File: config.mk
export PLATFORM = sky130hd
export DESIGN_NAME = cache_ctrl_fsm_flat
export DESIGN_NICKNAME = d
export VERILOG_FILES = /design/src/rtl/cache_pkg.sv /design/src/rtl/cache_ctrl_if.sv /design/src/rtl/cache_mem_beat_seq.sv /design/src/rtl/cache_ctrl_fsm.sv /design/src/flat_wrapper.sv
export SDC_FILE = /design/constraint.sdc
export NUM_CORES = 1
export LEC_CHECK = 0
export ABC_CLOCK_PERIOD_IN_PS = 3300
export CORE_AREA = 5 5 110 112
export CTS_CLUSTER_SIZE = 28
export DETAILED_ROUTE_END_ITERATION = 16
export DIE_AREA = 0 0 115 117
export PLACE_DENSITY = 0.72
export SKIP_CTS_REPAIR_TIMING = 1
export SLEW_MARGIN = 10
export SYNTH_ARGS = -nofsm -noshare
export SYNTH_HDL_FRONTEND = slang
export SYNTH_SLANG_ARGS = --single-unit
File: constraint.sdc
create_clock -name clk -period 3.3 [get_ports clk]
set_clock_uncertainty 0.15 [all_clocks]
set_input_delay 0.495 -clock clk [delete_from_list [all_inputs] [get_ports clk]]
set_output_delay 0.495 -clock clk [all_outputs]
set_load 0.02 [all_outputs]
File: src/rtl/cache_pkg.sv
// Shared types, geometry constants and address helpers for the
// 4-way set-associative cache controller.
package cache_pkg;

  localparam int ADDRESS_WORD_SIZE = 32;
  localparam int TAG_SIZE          = 19;
  localparam int BLOCK_SIZE        = 16;
  localparam int WORD_SIZE         = 4;
  localparam int OFFSET            = $clog2(BLOCK_SIZE);
  localparam int INDEX_SIZE        =
    ADDRESS_WORD_SIZE - TAG_SIZE - OFFSET;
  localparam int WORDS             = BLOCK_SIZE / WORD_SIZE;
  localparam int WIDX              = $clog2(WORDS);
  localparam int BYTE_OFF          = $clog2(WORD_SIZE);
  localparam int WBITS             = WORD_SIZE * 8;

  typedef enum logic [2:0] {
    IDLE,
    LOOKUP,
    TAG_CHECK,
    RESPOND,
    WRITEBACK,
    REFILL
  } ctrl_state_t;

  // Word-aligned byte address of one beat of a line.
  function automatic logic [ADDRESS_WORD_SIZE-1:0] line_addr(
    input logic [TAG_SIZE-1:0]   tag,
    input logic [INDEX_SIZE-1:0] index,
    input logic [WIDX-1:0]       word
  );
    return {tag, index, word, {BYTE_OFF{1'b0}}};
  endfunction

  function automatic logic [15:0] sat_inc16(
    input logic [15:0] v
  );
    return (v == 16'hFFFF) ? v : v + 16'd1;
  endfunction

endpackage

File: src/rtl/cache_ctrl_if.sv
// Bus bundle between the controller and its CPU, set array and memory.
// master: controller side; slave: CPU / set array / memory side.
interface cache_ctrl_if;
  import cache_pkg::*;

  logic                         cpu_req_valid;
  logic                         cpu_req_ready;
  logic                         cpu_rw;
  logic [ADDRESS_WORD_SIZE-1:0] cpu_addr;
  logic [7:0]                   cpu_wdata;
  logic                         cpu_resp_valid;
  logic [7:0]                   cpu_rdata;

  logic                         set_try_read;
  logic                         set_try_write;
  logic [ADDRESS_WORD_SIZE-1:0] set_address;
  logic [7:0]                   set_write_data;
  logic [7:0]                   set_data;
  logic                         set_hit_miss;
  logic                         set_victim_dirty;
  logic [TAG_SIZE-1:0]          set_victim_tag;
  logic [WIDX-1:0]              set_word_idx;
  logic [WBITS-1:0]             set_word;
  logic                         set_fill_en;
  logic [WBITS-1:0]             set_fill_data;

  logic                         mem_req;
  logic                         mem_we;
  logic [ADDRESS_WORD_SIZE-1:0] mem_addr;
  logic [WBITS-1:0]             mem_wdata;
  logic [WBITS-1:0]             mem_rdata;
  logic                         mem_ack;

  modport master (
    input  cpu_req_valid, cpu_rw, cpu_addr, cpu_wdata,
    input  set_data, set_hit_miss, set_victim_dirty,
    input  set_victim_tag, set_word,
    input  mem_rdata, mem_ack,
    output cpu_req_ready, cpu_resp_valid, cpu_rdata,
    output set_try_read, set_try_write, set_address,
    output set_write_data, set_word_idx, set_fill_en,
    output set_fill_data,
    output mem_req, mem_we, mem_addr, mem_wdata
  );

  modport slave (
    output cpu_req_valid, cpu_rw, cpu_addr, cpu_wdata,
    output set_data, set_hit_miss, set_victim_dirty,
    output set_victim_tag, set_word,
    output mem_rdata, mem_ack,
    input  cpu_req_ready, cpu_resp_valid, cpu_rdata,
    input  set_try_read, set_try_write, set_address,
    input  set_write_data, set_word_idx, set_fill_en,
    input  set_fill_data,
    input  mem_req, mem_we, mem_addr, mem_wdata
  );

endinterface

File: src/rtl/cache_mem_beat_seq.sv
// Beat counter and mem_req/mem_ack handshake for one line transfer.
// Ports: start_i (begin a phase), mem_ack_i; mem_req_o, beat_o, ack_o, done_o.
module cache_mem_beat_seq
  import cache_pkg::*;
(
  input  logic            clk,
  input  logic            rst_b,
  input  logic            start_i,
  input  logic            mem_ack_i,
  output logic            mem_req_o,
  output logic [WIDX-1:0] beat_o,
  output logic            ack_o,
  output logic            done_o
);

  logic            busy_q, busy_d;
  logic [WIDX-1:0] beat_q, beat_d;

  // Acks are only honoured while a phase is running.
  always_comb begin
    ack_o  = busy_q & mem_ack_i;
    done_o = ack_o & (beat_q == WIDX'(WORDS - 1));
    beat_d = ack_o ? beat_q + WIDX'(1) : beat_q;
    // A restart on done chains writeback into refill with no gap.
    busy_d = start_i | (busy_q & ~done_o);
  end

  always_ff @(posedge clk) begin
    if (rst_b) begin
      busy_q <= 1'b0;
      beat_q <= '0;
    end else begin
      busy_q <= busy_d;
      beat_q <= beat_d;
    end
  end

  assign mem_req_o = busy_q;
  assign beat_o    = beat_q;

endmodule

File: src/rtl/cache_ctrl_fsm.sv
// Cache controller: lookup, dirty writeback, word refill and replay.
// Ports: clk, rst_b, bus (cache_ctrl_if.master); with CACHE_CTRL_STATS_EN
// also hit_count/miss_count (saturating, original accesses only).
module cache_ctrl_fsm
  import cache_pkg::*;
(
  input  logic         clk,
  input  logic         rst_b,
  cache_ctrl_if.master bus
`ifdef CACHE_CTRL_STATS_EN
  ,
  output logic [15:0]  hit_count,
  output logic [15:0]  miss_count
`endif
);

  ctrl_state_t                  state_q, state_d;
  logic [ADDRESS_WORD_SIZE-1:0] addr_q, addr_d;
  logic                         rw_q, rw_d;
  logic [7:0]                   wdata_q, wdata_d;

  logic                         seq_start;
  logic                         seq_req;
  logic                         seq_ack;
  logic                         seq_done;
  logic [WIDX-1:0]              seq_beat;

  logic [TAG_SIZE-1:0]          req_tag;
  logic [INDEX_SIZE-1:0]        req_idx;

  assign req_tag = addr_q[ADDRESS_WORD_SIZE-1 -: TAG_SIZE];
  assign req_idx = addr_q[OFFSET +: INDEX_SIZE];

  cache_mem_beat_seq u_beat (
    .clk       (clk),
    .rst_b     (rst_b),
    .start_i   (seq_start),
    .mem_ack_i (bus.mem_ack),
    .mem_req_o (seq_req),
    .beat_o    (seq_beat),
    .ack_o     (seq_ack),
    .done_o    (seq_done)
  );

  always_ff @(posedge clk) begin
    if (rst_b) begin
      state_q <= IDLE;
      addr_q  <= '0;
      rw_q    <= 1'b0;
      wdata_q <= '0;
    end else begin
      state_q <= state_d;
      addr_q  <= addr_d;
      rw_q    <= rw_d;
      wdata_q <= wdata_d;
    end
  end

  always_comb begin
    state_d            = state_q;
    addr_d             = addr_q;
    rw_d               = rw_q;
    wdata_d            = wdata_q;
    seq_start          = 1'b0;
    bus.cpu_req_ready  = 1'b0;
    bus.cpu_resp_valid = 1'b0;
    bus.cpu_rdata      = '0;
    bus.set_try_read   = 1'b0;
    bus.set_try_write  = 1'b0;
    bus.set_word_idx   = '0;
    bus.set_fill_en    = 1'b0;
    bus.set_fill_data  = '0;
    bus.mem_we         = 1'b0;
    bus.mem_addr       = '0;
    bus.mem_wdata      = '0;
    unique case (state_q)
      IDLE: begin
        bus.cpu_req_ready = 1'b1;
        if (bus.cpu_req_valid) begin
          addr_d  = bus.cpu_addr;
          rw_d    = bus.cpu_rw;
          wdata_d = bus.cpu_wdata;
          state_d = LOOKUP;
        end
      end
      LOOKUP: begin
        bus.set_try_read  = ~rw_q;
        bus.set_try_write = rw_q;
        state_d           = TAG_CHECK;
      end
      TAG_CHECK: begin
        if (bus.set_hit_miss) begin
          state_d = RESPOND;
        end else begin
          seq_start = 1'b1;
          state_d   = bus.set_victim_dirty ? WRITEBACK
                                           : REFILL;
        end
      end
      RESPOND: begin
        bus.cpu_resp_valid = 1'b1;
        bus.cpu_rdata      = rw_q ? '0 : bus.set_data;
        state_d            = IDLE;
      end
      WRITEBACK: begin
        bus.mem_we       = 1'b1;
        bus.set_word_idx = seq_beat;
        bus.mem_wdata    = bus.set_word;
        bus.mem_addr     = line_addr(bus.set_victim_tag,
                                     req_idx, seq_beat);
        if (seq_done) begin
          seq_start = 1'b1;
          state_d   = REFILL;
        end
      end
      REFILL: begin
        bus.set_word_idx  = seq_beat;
        bus.mem_addr      = line_addr(req_tag, req_idx,
                                      seq_beat);
        bus.set_fill_en   = seq_ack;
        bus.set_fill_data = seq_ack ? bus.mem_rdata : '0;
        if (seq_done) state_d = LOOKUP;
      end
      default: state_d = IDLE;
    endcase
  end

  assign bus.mem_req        = seq_req;
  assign bus.set_address    = addr_q;
  assign bus.set_write_data = wdata_q;

`ifdef CACHE_CTRL_STATS_EN
  // replay_q marks the lookup that follows a refill so it is not counted.
  logic        replay_q, replay_d;
  logic [15:0] hit_q, hit_d;
  logic [15:0] miss_q, miss_d;

  always_comb begin
    replay_d = replay_q;
    hit_d    = hit_q;
    miss_d   = miss_q;
    if (state_q == TAG_CHECK) begin
      replay_d = 1'b0;
      if (!replay_q) begin
        if (bus.set_hit_miss) hit_d  = sat_inc16(hit_q);
        else                  miss_d = sat_inc16(miss_q);
      end
    end
    if (state_q == REFILL && seq_done) replay_d = 1'b1;
  end

  always_ff @(posedge clk) begin
    if (rst_b) begin
      replay_q <= 1'b0;
      hit_q    <= '0;
      miss_q   <= '0;
    end else begin
      replay_q <= replay_d;
      hit_q    <= hit_d;
      miss_q   <= miss_d;
    end
  end

  assign hit_count  = hit_q;
  assign miss_count = miss_q;
`endif

endmodule

File: src/flat_wrapper.sv
// flat-port wrapper written by rule: the top's interface ports become plain ports
module cache_ctrl_fsm_flat import cache_pkg::*;
  (clk, rst_b, bus_cpu_req_valid, bus_cpu_rw, bus_cpu_addr, bus_cpu_wdata, bus_set_data, bus_set_hit_miss, bus_set_victim_dirty, bus_set_victim_tag, bus_set_word, bus_mem_rdata, bus_mem_ack, bus_cpu_req_ready, bus_cpu_resp_valid, bus_cpu_rdata, bus_set_try_read, bus_set_try_write, bus_set_address, bus_set_write_data, bus_set_word_idx, bus_set_fill_en, bus_set_fill_data, bus_mem_req, bus_mem_we, bus_mem_addr, bus_mem_wdata);
  cache_ctrl_if bus_i ();
  input  logic clk;
  input  logic rst_b;
  input wire logic [$bits(bus_i.cpu_req_valid)-1:0] bus_cpu_req_valid;
  input wire logic [$bits(bus_i.cpu_rw)-1:0] bus_cpu_rw;
  input wire logic [$bits(bus_i.cpu_addr)-1:0] bus_cpu_addr;
  input wire logic [$bits(bus_i.cpu_wdata)-1:0] bus_cpu_wdata;
  input wire logic [$bits(bus_i.set_data)-1:0] bus_set_data;
  input wire logic [$bits(bus_i.set_hit_miss)-1:0] bus_set_hit_miss;
  input wire logic [$bits(bus_i.set_victim_dirty)-1:0] bus_set_victim_dirty;
  input wire logic [$bits(bus_i.set_victim_tag)-1:0] bus_set_victim_tag;
  input wire logic [$bits(bus_i.set_word)-1:0] bus_set_word;
  input wire logic [$bits(bus_i.mem_rdata)-1:0] bus_mem_rdata;
  input wire logic [$bits(bus_i.mem_ack)-1:0] bus_mem_ack;
  output wire logic [$bits(bus_i.cpu_req_ready)-1:0] bus_cpu_req_ready;
  output wire logic [$bits(bus_i.cpu_resp_valid)-1:0] bus_cpu_resp_valid;
  output wire logic [$bits(bus_i.cpu_rdata)-1:0] bus_cpu_rdata;
  output wire logic [$bits(bus_i.set_try_read)-1:0] bus_set_try_read;
  output wire logic [$bits(bus_i.set_try_write)-1:0] bus_set_try_write;
  output wire logic [$bits(bus_i.set_address)-1:0] bus_set_address;
  output wire logic [$bits(bus_i.set_write_data)-1:0] bus_set_write_data;
  output wire logic [$bits(bus_i.set_word_idx)-1:0] bus_set_word_idx;
  output wire logic [$bits(bus_i.set_fill_en)-1:0] bus_set_fill_en;
  output wire logic [$bits(bus_i.set_fill_data)-1:0] bus_set_fill_data;
  output wire logic [$bits(bus_i.mem_req)-1:0] bus_mem_req;
  output wire logic [$bits(bus_i.mem_we)-1:0] bus_mem_we;
  output wire logic [$bits(bus_i.mem_addr)-1:0] bus_mem_addr;
  output wire logic [$bits(bus_i.mem_wdata)-1:0] bus_mem_wdata;
  assign bus_i.cpu_req_valid = bus_cpu_req_valid;
  assign bus_i.cpu_rw = bus_cpu_rw;
  assign bus_i.cpu_addr = bus_cpu_addr;
  assign bus_i.cpu_wdata = bus_cpu_wdata;
  assign bus_i.set_data = bus_set_data;
  assign bus_i.set_hit_miss = bus_set_hit_miss;
  assign bus_i.set_victim_dirty = bus_set_victim_dirty;
  assign bus_i.set_victim_tag = bus_set_victim_tag;
  assign bus_i.set_word = bus_set_word;
  assign bus_i.mem_rdata = bus_mem_rdata;
  assign bus_i.mem_ack = bus_mem_ack;
  assign bus_cpu_req_ready = bus_i.cpu_req_ready;
  assign bus_cpu_resp_valid = bus_i.cpu_resp_valid;
  assign bus_cpu_rdata = bus_i.cpu_rdata;
  assign bus_set_try_read = bus_i.set_try_read;
  assign bus_set_try_write = bus_i.set_try_write;
  assign bus_set_address = bus_i.set_address;
  assign bus_set_write_data = bus_i.set_write_data;
  assign bus_set_word_idx = bus_i.set_word_idx;
  assign bus_set_fill_en = bus_i.set_fill_en;
  assign bus_set_fill_data = bus_i.set_fill_data;
  assign bus_mem_req = bus_i.mem_req;
  assign bus_mem_we = bus_i.mem_we;
  assign bus_mem_addr = bus_i.mem_addr;
  assign bus_mem_wdata = bus_i.mem_wdata;
  cache_ctrl_fsm u_core (.clk(clk), .rst_b(rst_b), .bus(bus_i));
endmodule
Word-level counts from Yosys, hierarchy flattened
Cells that the tools add are included.
{ "classes": {"eq_ne": 9, "addsub": 1, "mux": 22, "n_bitwise": 6, "reduce_logical": 4} }
{ "ops": {"columns": ["op", "n"], "rows": [
  ["2-to-1 mux 32 bit", 3],
  ["case mux 32 bit (2 select lines)", 1],
  ["2-to-1 mux 8 bit", 2],
  ["case mux 3 bit (5 select lines)", 1],
  ["2-to-1 mux 3 bit", 4],
  ["2-to-1 mux 1 bit", 9],
  ["== test 3 x 2 -> 1 bit, second input constant", 2],
  ["== test 3 bit, second input constant", 2],
  ["inequality test 2 x 1 -> 1 bit, second input constant", 2],
  ["bitwise AND 1 bit", 3],
  ["== test 3 x 1 -> 1 bit, second input constant", 1],
  ["zero test 3 bit", 1],
  ["AND reduction 3 bit", 1],
  ["adder 2 x 1 -> 2 bit, second input constant", 1],
  ["== test 2 bit, second input constant", 1],
  ["2-to-1 mux 2 bit", 1],
  ["inequality test 2 bit, second input constant", 1],
  ["inverter 1 bit", 2],
  ["case mux 1 bit (2 select lines)", 1],
  ["AND reduction 2 bit", 1],
  ["OR reduction 2 bit", 1],
  ["bitwise OR 1 bit", 1]
]} }
{ "word_totals": {"wordCells": 48, "ff_bits": 47, "in_bits": 138, "output_inout_bits": 153} }

Logic depth before layout (Yosys ltp)
Gate-level depths: netlist of the first run.
{ "depth": {"depth_word": 5, "depth_mapped": 5, "ltp_nobuf": 4} }

By module
Synthesis of the first run repeated with hierarchy kept, for this count alone.
{ "hier_totals": {"cells_unflattened": 366, "area_unflattened_um2": 2703.8} }
{ "by_module_without_submodules": {"columns": ["mod", "area_each_um2", "n_inst", "cells_each"], "rows": [
  ["cache_ctrl_fsm", 2553.7, 1, 351],
  ["cache_mem_beat_seq", 150.1, 1, 15]
]} }

Worst setup path before layout of the first run
No wires, ideal clock.
{ "synth_timing": {"kind": "flip-flop to output port", "start": "reg u_core.state_q[0]", "end": "out bus_cpu_rdata[0]", "arrival_time_ps": 1335, "slack_ps": 1320, "stages_incl_launch_ff": 5, "n_path_buf": 1, "path_cell_list": "dfxtp_1 buf_2 and3b_1 and2b_1 and2_1"} }
{ "synth_between": {"elab_chain_cells": 2} }
{ "synth_rtl": {"columns": ["element", "line", "rtl"], "rows": [
  ["start: declaration", "cache_ctrl_fsm.sv:17", "ctrl_state_t state_q, state_d;"],
  ["start signal: assignment", "cache_ctrl_fsm.sv:52", "state_q <= state_d;"],
  ["== test 3 x 2 -> 1 bit", "cache_ctrl_fsm.sv:76", "unique case (state_q)"],
  ["2-to-1 mux 8 bit", "cache_ctrl_fsm.sv:76", null],
  ["end: declaration", "flat_wrapper.sv:20", "output wire logic [$bits(bus_i.cpu_rdata)-1:0] bus_cpu_rdata;"]
]} }
Every way passes these cells.

Worst setup path after layout of the first run
{ "layout_timing": {"start": "in bus_mem_ack", "end": "out bus_set_fill_data[21]"} }
{ "layout_between": {"elab_chain_cells": 3} }
{ "layout_rtl": {"columns": ["element", "line", "rtl"], "rows": [
  ["start: declaration", "flat_wrapper.sv:17", "input wire logic [$bits(bus_i.mem_ack)-1:0] bus_mem_ack;"],
  ["bitwise AND 1 bit", "cache_mem_beat_seq.sv:21", "ack_o = busy_q & mem_ack_i;"],
  ["2-to-1 mux 32 bit", "cache_ctrl_fsm.sv:121", "bus.set_fill_data = seq_ack ? bus.mem_rdata : '0;"],
  ["2-to-1 mux 32 bit", "cache_ctrl_fsm.sv:76", null],
  ["end: declaration", "flat_wrapper.sv:27", "output wire logic [$bits(bus_i.set_fill_data)-1:0] bus_set_fill_data;"]
]} }
Every way passes these cells.

==> impl_metrics.env, run 1 <==
export IMPL_drive_gt1_frac=0.0331
export IMPL_hold_viol=0
export IMPL_leakage_nw=2.15
export IMPL_die_w_um=115
export IMPL_timing_fmax_mhz=333
export IMPL_outcome="finished, final reports clean"
export IMPL_avgRoutedWirePerCell_um=15.9
export IMPL_finalNonFillerCells=778
export IMPL_max_cap_viol_count=0
export IMPL_grt_usage=0.170
export IMPL_yosysSeqAreaShare=0.352
export IMPL_final_common_cell="clkdlybuf4s50_1"
export IMPL_drt_iter0_markers=176
export IMPL_reg2reg_setup_slack_ns=1.19
export IMPL_grt_util_met2=0.293
export IMPL_gp_congestion=0.847
export IMPL_dr_total_vias=3335
export IMPL_cts_tree="yes"
export IMPL_dp_cells=770
export IMPL_start_util=0.240
export IMPL_min_period_ns=3.00
export IMPL_ys_warn_count=0
export IMPL_avgSynthCellArea_sq_um=7.42
export IMPL_r2r_cells=4
export IMPL_hold_path_depth=2
export IMPL_cp_required_ns=2.65
export IMPL_post_synth_main_area_contributors="dfxtp_1 (35%), and2_1 (20%), nand2_1 (12%), a21oi_1 (8.4%), mux2i_1 (7.1%)"
export IMPL_synth_top_area_frac=0.352
export IMPL_fin_util=0.518
export IMPL_vdd_drop_max_mv=0.284
export IMPL_htree_levels=2
export IMPL_path_class="input port to primary output"
export IMPL_ys_types=31
export IMPL_core_region_area_sq_mm=0.0111
export IMPL_grt_antenna_before_repair=1
export IMPL_min_path_type="register to register"
export IMPL_grt_max_degree=48
export IMPL_cp_max_fo=33
export IMPL_n_fill_cell=1060
export IMPL_clockBufferDepth=2
export IMPL_synth_flop_cell="dfxtp_1"
export IMPL_fin_nets=773
export IMPL_period_share=0.909
export IMPL_final_setup_tns_ns=0
export IMPL_power_density_mw_per_mm2=295
export IMPL_clk_pin_slew_ns=0.06
export IMPL_whs_endpoint="u_core.bus.set_write_data[4]"
export IMPL_numClockSinks=47
export IMPL_grt_use_met1=0.201
export IMPL_regToRegStartpoint="u_core.state_q[0]"
export IMPL_busiest_layer="met2"
export IMPL_vias_per_cell=4.29
export IMPL_async_reset_ff_frac=0
export IMPL_grt_pass1_vias=3306
export IMPL_postSynthCellCount=360
export IMPL_yosysTopAreaCell="dfxtp_1"
export IMPL_drt_pass1_iterations=4
export IMPL_r2r_end="u_core.bus.set_write_data[3]"
export IMPL_grt_setup_unrepaired="false"
export IMPL_antennaDiodeCount=0
export IMPL_numCtsBuffers=5
export IMPL_worst_pin_slew_ns=0.861
export IMPL_drt_wl_total_mm=12.3
export IMPL_clock_latency_ns=0.28
export IMPL_layout_common_cells="clkdlybuf4s50_1 (287), nand2_1 (87), and2_1 (85)"
export IMPL_worstSetupEndpointType="primary output"
export IMPL_remaining_drc_errors=0
export IMPL_maxSlewViolCount=0
export IMPL_holdWs_ns=0.305
export IMPL_grt_ovfl_total=0
export IMPL_syn_area_sq_mm=0.00267
export IMPL_worstHoldStart="u_core.bus.set_write_data[4]"
export IMPL_port_buffers=288
export IMPL_io_pins=291
export IMPL_setup_viol=0
export IMPL_ys_seq_elements=47
export IMPL_grt_pass1_wl_mm=18.2
export IMPL_die_h_um=117
export IMPL_area_growth_pct=116
export IMPL_fp_row_count=39
export IMPL_met3_usage=0.0694
export IMPL_relSlewSlack=0.426
export IMPL_worstPathArrival_ns=2.35
export IMPL_drtAntennaViolNets=0
export IMPL_critPathLaunchType="input port"
export IMPL_root_buffer="clkbuf_16"
export IMPL_dp_hpwl_mm=10.2
export IMPL_fp_dieArea_sq_mm=0.0135
export IMPL_synth_edf_count=0
[cell usage after synthesis (all sizes together), types with 2 or more instances]
master  count
nor2       22
and2       85
nand2b      2
nor4b       2
nor3        2
mux2i      19
or4b        2
nand2      87
nor2b       2
dfxtp      47
clkbuf     10
nand3       3
a21oi      45
buf        20
[how the worst max path moves through the flow]
stage | start | to | cells after the start
after floorplan | u_core.state_q[0] | bus_cpu_rdata[0] | 4
after global placement | bus_mem_ack | bus_set_fill_data[26] | 6
after detailed placement | bus_mem_ack | bus_set_fill_data[2] | 6
after CTS | bus_mem_ack | bus_set_fill_data[2] | 6
after global routing | bus_mem_ack | bus_set_fill_data[21] | 6
final | bus_mem_ack | bus_set_fill_data[21] | 6
[final cells by class]
class	instances	area, sq um	area share
clock inverter	2	12.5	0.00217
timing repair buffer	296	2940	0.509
multi-input combinational	284	1570	0.272
clock buffer	6	129	0.0223
sequential	47	942	0.163
tap	143	179	0.0310
[critical path, cell delays in order]
cell and delay, ns:
clkdlybuf4s50_1 0.57, nand3_1 0.12, nor2_2 0.12, buf_4 0.26, and2_1 0.18, clkdlybuf4s50_1 0.61
[power breakdown]
part	leakage, nW	total (mW)	internal, mW	switching [mW]
clock	0.0669	0.483	0.280	0.204
sequential	0.386	0.659	0.614	0.0452
combinational	1.69	0.560	0.316	0.245
[sequential cells by signal (all words and copies together) (netlist names)]
register and cells:
u_core.bus.set_address 32, u_core.bus.set_write_data 8, u_core.state_q 3, u_core.u_beat.beat_o 2, u_core.rw_q 1, u_core.u_beat.mem_req_o 1
[metal layers]
layer	vias up	share of wire	wire length [um]
met4	2	0.014	170
met1	1489	0.39	4830
met3	14	0.097	1200
li1	1692	-	-
met2	138	0.50	6130
met5	-	0.00089	11
[stage by stage]
step | power [mW] | setup WS, ns | cell area, sq um
2_1_floorplan | 0.918 | 1.32 | 2680
3_3_place_gp | 1.23 | 0.348 | 5630
3_5_place_dp | 1.24 | 0.274 | 5630
4_1_cts | 1.73 | 0.274 | 5770
5_1_grt | 1.81 | 0.156 | 5770
6_report | 1.70 | 0.301 | 5770
[kinds of logic after synthesis]
logic type | Yosys count | share of synthesized area
other cells | 1 | 0.00140
mux | 20 | 0.0754
compound gates | 48 | 0.0923
simple gates | 212 | 0.408
xor+xnor | 1 | 0.00328
flops | 47 | 0.352
fa+ha+maj | 1 | 0.00468
buf+inv | 30 | 0.0623
No activity file was read; power rests on OpenSTA's default activity.
==> run 2, diff against run 1 <==
CTS_CLUSTER_SIZE = 8   (was 28)
==> results of run 2 <==
Same layout as run 1: the final DEF is identical, and so are final timing and power.
==> run 3, diff against run 2 <==
CTS_BUF_LIST = sky130_fd_sc_hd__clkbuf_4   (was default)
==> run 3 against run 2 <==
Design area decreased by 1.5%. Non-clock buffer count unchanged. Total power decreased by 12%. Setup slack improved by 0.0015 ns. Critical path depth decreased by 2. Count of clock-buffer cells in the layout unchanged. Wire length increased by 0.24%. Via count about the same. Register-to-register slack got worse by 0.02 ns. Sequential cell count unchanged. Critical path type is now register to primary output. Critical endpoint is now bus_mem_wdata[13].
==> impl_metrics.env, run 3 (synthesized netlist as in run 1, its figures left out) <==
export IMPL_worst_pin_slew_ns=0.878
export IMPL_cts_tree="yes"
export IMPL_drtAntennaViolNets=0
export IMPL_numCtsBuffers=5
export IMPL_final_setup_tns_ns=0
export IMPL_core_region_area_sq_mm=0.0111
export IMPL_grt_setup_unrepaired="false"
export IMPL_finalPower_mw=1.50
export IMPL_avgRoutedWirePerCell_um=15.9
export IMPL_die_w_um=115
export IMPL_routed_wl_met3_mm=1.17
export IMPL_clk_pin_slew_ns=0.13
export IMPL_layout_common_cells="clkdlybuf4s50_1 (287), nand2_1 (87), and2_1 (85)"
export IMPL_clockBufferDepth=2
export IMPL_setup_viol=0
export IMPL_dp_hpwl_mm=10.2
export IMPL_vdd_drop_max_mv=0.164
export IMPL_dr_total_vias=3333
export IMPL_drt_iter0_markers=154
export IMPL_regToRegStartpoint="u_core.state_q[0]"
export IMPL_maxSlewViolCount=0
export IMPL_fin_nets=773
export IMPL_drt_wl_total_mm=12.4
export IMPL_antennaDiodeCount=0
export IMPL_root_buffer="clkbuf_4"
export IMPL_final_common_cell="clkdlybuf4s50_1"
export IMPL_port_buffers=288
export IMPL_wl_met1_mm=4.88
export IMPL_setup_worst_path_start="u_core.state_q[2]"
export IMPL_clock_latency_ns=0.35
export IMPL_r2r_cells=4
export IMPL_relSlewSlack=0.415
export IMPL_period_share=0.908
export IMPL_top_layer="met5"
export IMPL_grt_pass1_vias=3289
export IMPL_fp_dieArea_sq_mm=0.0135
export IMPL_cp_required_ns=2.65
export IMPL_largest_reg_flops=32
export IMPL_start_util=0.240
export IMPL_timing_fmax_mhz=334
export IMPL_leakage_nw=2.11
export IMPL_die_h_um=117
export IMPL_min_path_type="register to register"
export IMPL_io_pins=291
export IMPL_worstHoldStart="u_core.bus.set_write_data[4]"
export IMPL_htree_levels=2
export IMPL_vias_per_cell=4.28
export IMPL_hold_path_depth=2
export IMPL_drive_gt1_frac=0.0346
export IMPL_worstSetupEndpointType="primary output"
export IMPL_critPathLaunchType="register"
export IMPL_fp_row_count=39
export IMPL_max_cap_viol_count=0
export IMPL_drt_pass1_iterations=4
export IMPL_n_fill_cell=1066
export IMPL_area_growth_pct=113
export IMPL_grt_usage=0.171
export IMPL_worstPathArrival_ns=2.35
export IMPL_numClockSinks=47
export IMPL_grt_pass1_wl_mm=18.2
export IMPL_path_class="register to primary output"
export IMPL_wl_met2_mm=6.11
export IMPL_grt_max_degree=48
export IMPL_outcome="finished, final reports clean"
export IMPL_hold_viol=0
export IMPL_power_density_mw_per_mm2=263
export IMPL_grt_antenna_before_repair=1
export IMPL_min_period_ns=3.00
export IMPL_remaining_drc_errors=0
export IMPL_cp_max_fo=35
export IMPL_gp_congestion=0.847
export IMPL_grt_ovfl_total=0
## run 3: cell counts in the layout (fill, tap and decap cells not counted)
Identical to the previous run, type by type.
## run 3: path summary, 6_finish.rpt
kind                                                     end  slack (ns)
worst min register to register  u_core.bus.set_write_data[4]        0.32
worst max-delay path                       bus_mem_wdata[13]        0.30
worst max register to register  u_core.bus.set_write_data[3]        1.17
worst min-delay path            u_core.bus.set_write_data[4]        0.32
## run 3: layout make-up
| cell class | count | area (sq um) | share of cell area |
|---|---|---|---|
| timing repair buffer | 296 | 2940 | 0.517 |
| tap | 143 | 179 | 0.0315 |
| multi-input combinational | 284 | 1570 | 0.276 |
| sequential | 47 | 942 | 0.166 |
| clock buffer | 6 | 45.0 | 0.00792 |
| clock inverter | 2 | 12.5 | 0.00220 |
## run 3: report_power, final
group	leakage (nW)	total, mW	switching [mW]	internal [mW]
sequential	0.386	0.659	0.0452	0.613
combinational	1.69	0.561	0.245	0.316
clock	0.0317	0.276	0.185	0.0908
total	2.11	1.50	0.475	1.02
## run 3: layer usage
metal  global-route usage  up-vias
met5                    0        -
met3               0.0725       16
met4               0.0313        2
li1                     -     1693
met1                0.202     1492
met2                0.292      130
## run 3: critical path, cell delays in order (launching register included)
cell	delay, ns
dfxtp_1	0.64
nor3b_2	0.24
buf_4	0.29
and2_1	0.20
clkdlybuf4s50_1	0.63
## run 3: stage by stage
| stage | hold WS, ns | area [sq um] | instances | worst slack, ns | utilization |
|---|---|---|---|---|---|
| after global placement | 0.293 | 5630 | 770 | 0.348 | 0.506 |
| after global routing | 0.335 | 5680 | 778 | 0.135 | 0.511 |
| after CTS | 0.317 | 5680 | 778 | 0.274 | 0.511 |
| after detailed placement | 0.298 | 5630 | 770 | 0.274 | 0.506 |
| final | 0.315 | 5680 | 778 | 0.303 | 0.511 |
| after floorplan | 0.303 | 2680 | 361 | 1.32 | - |
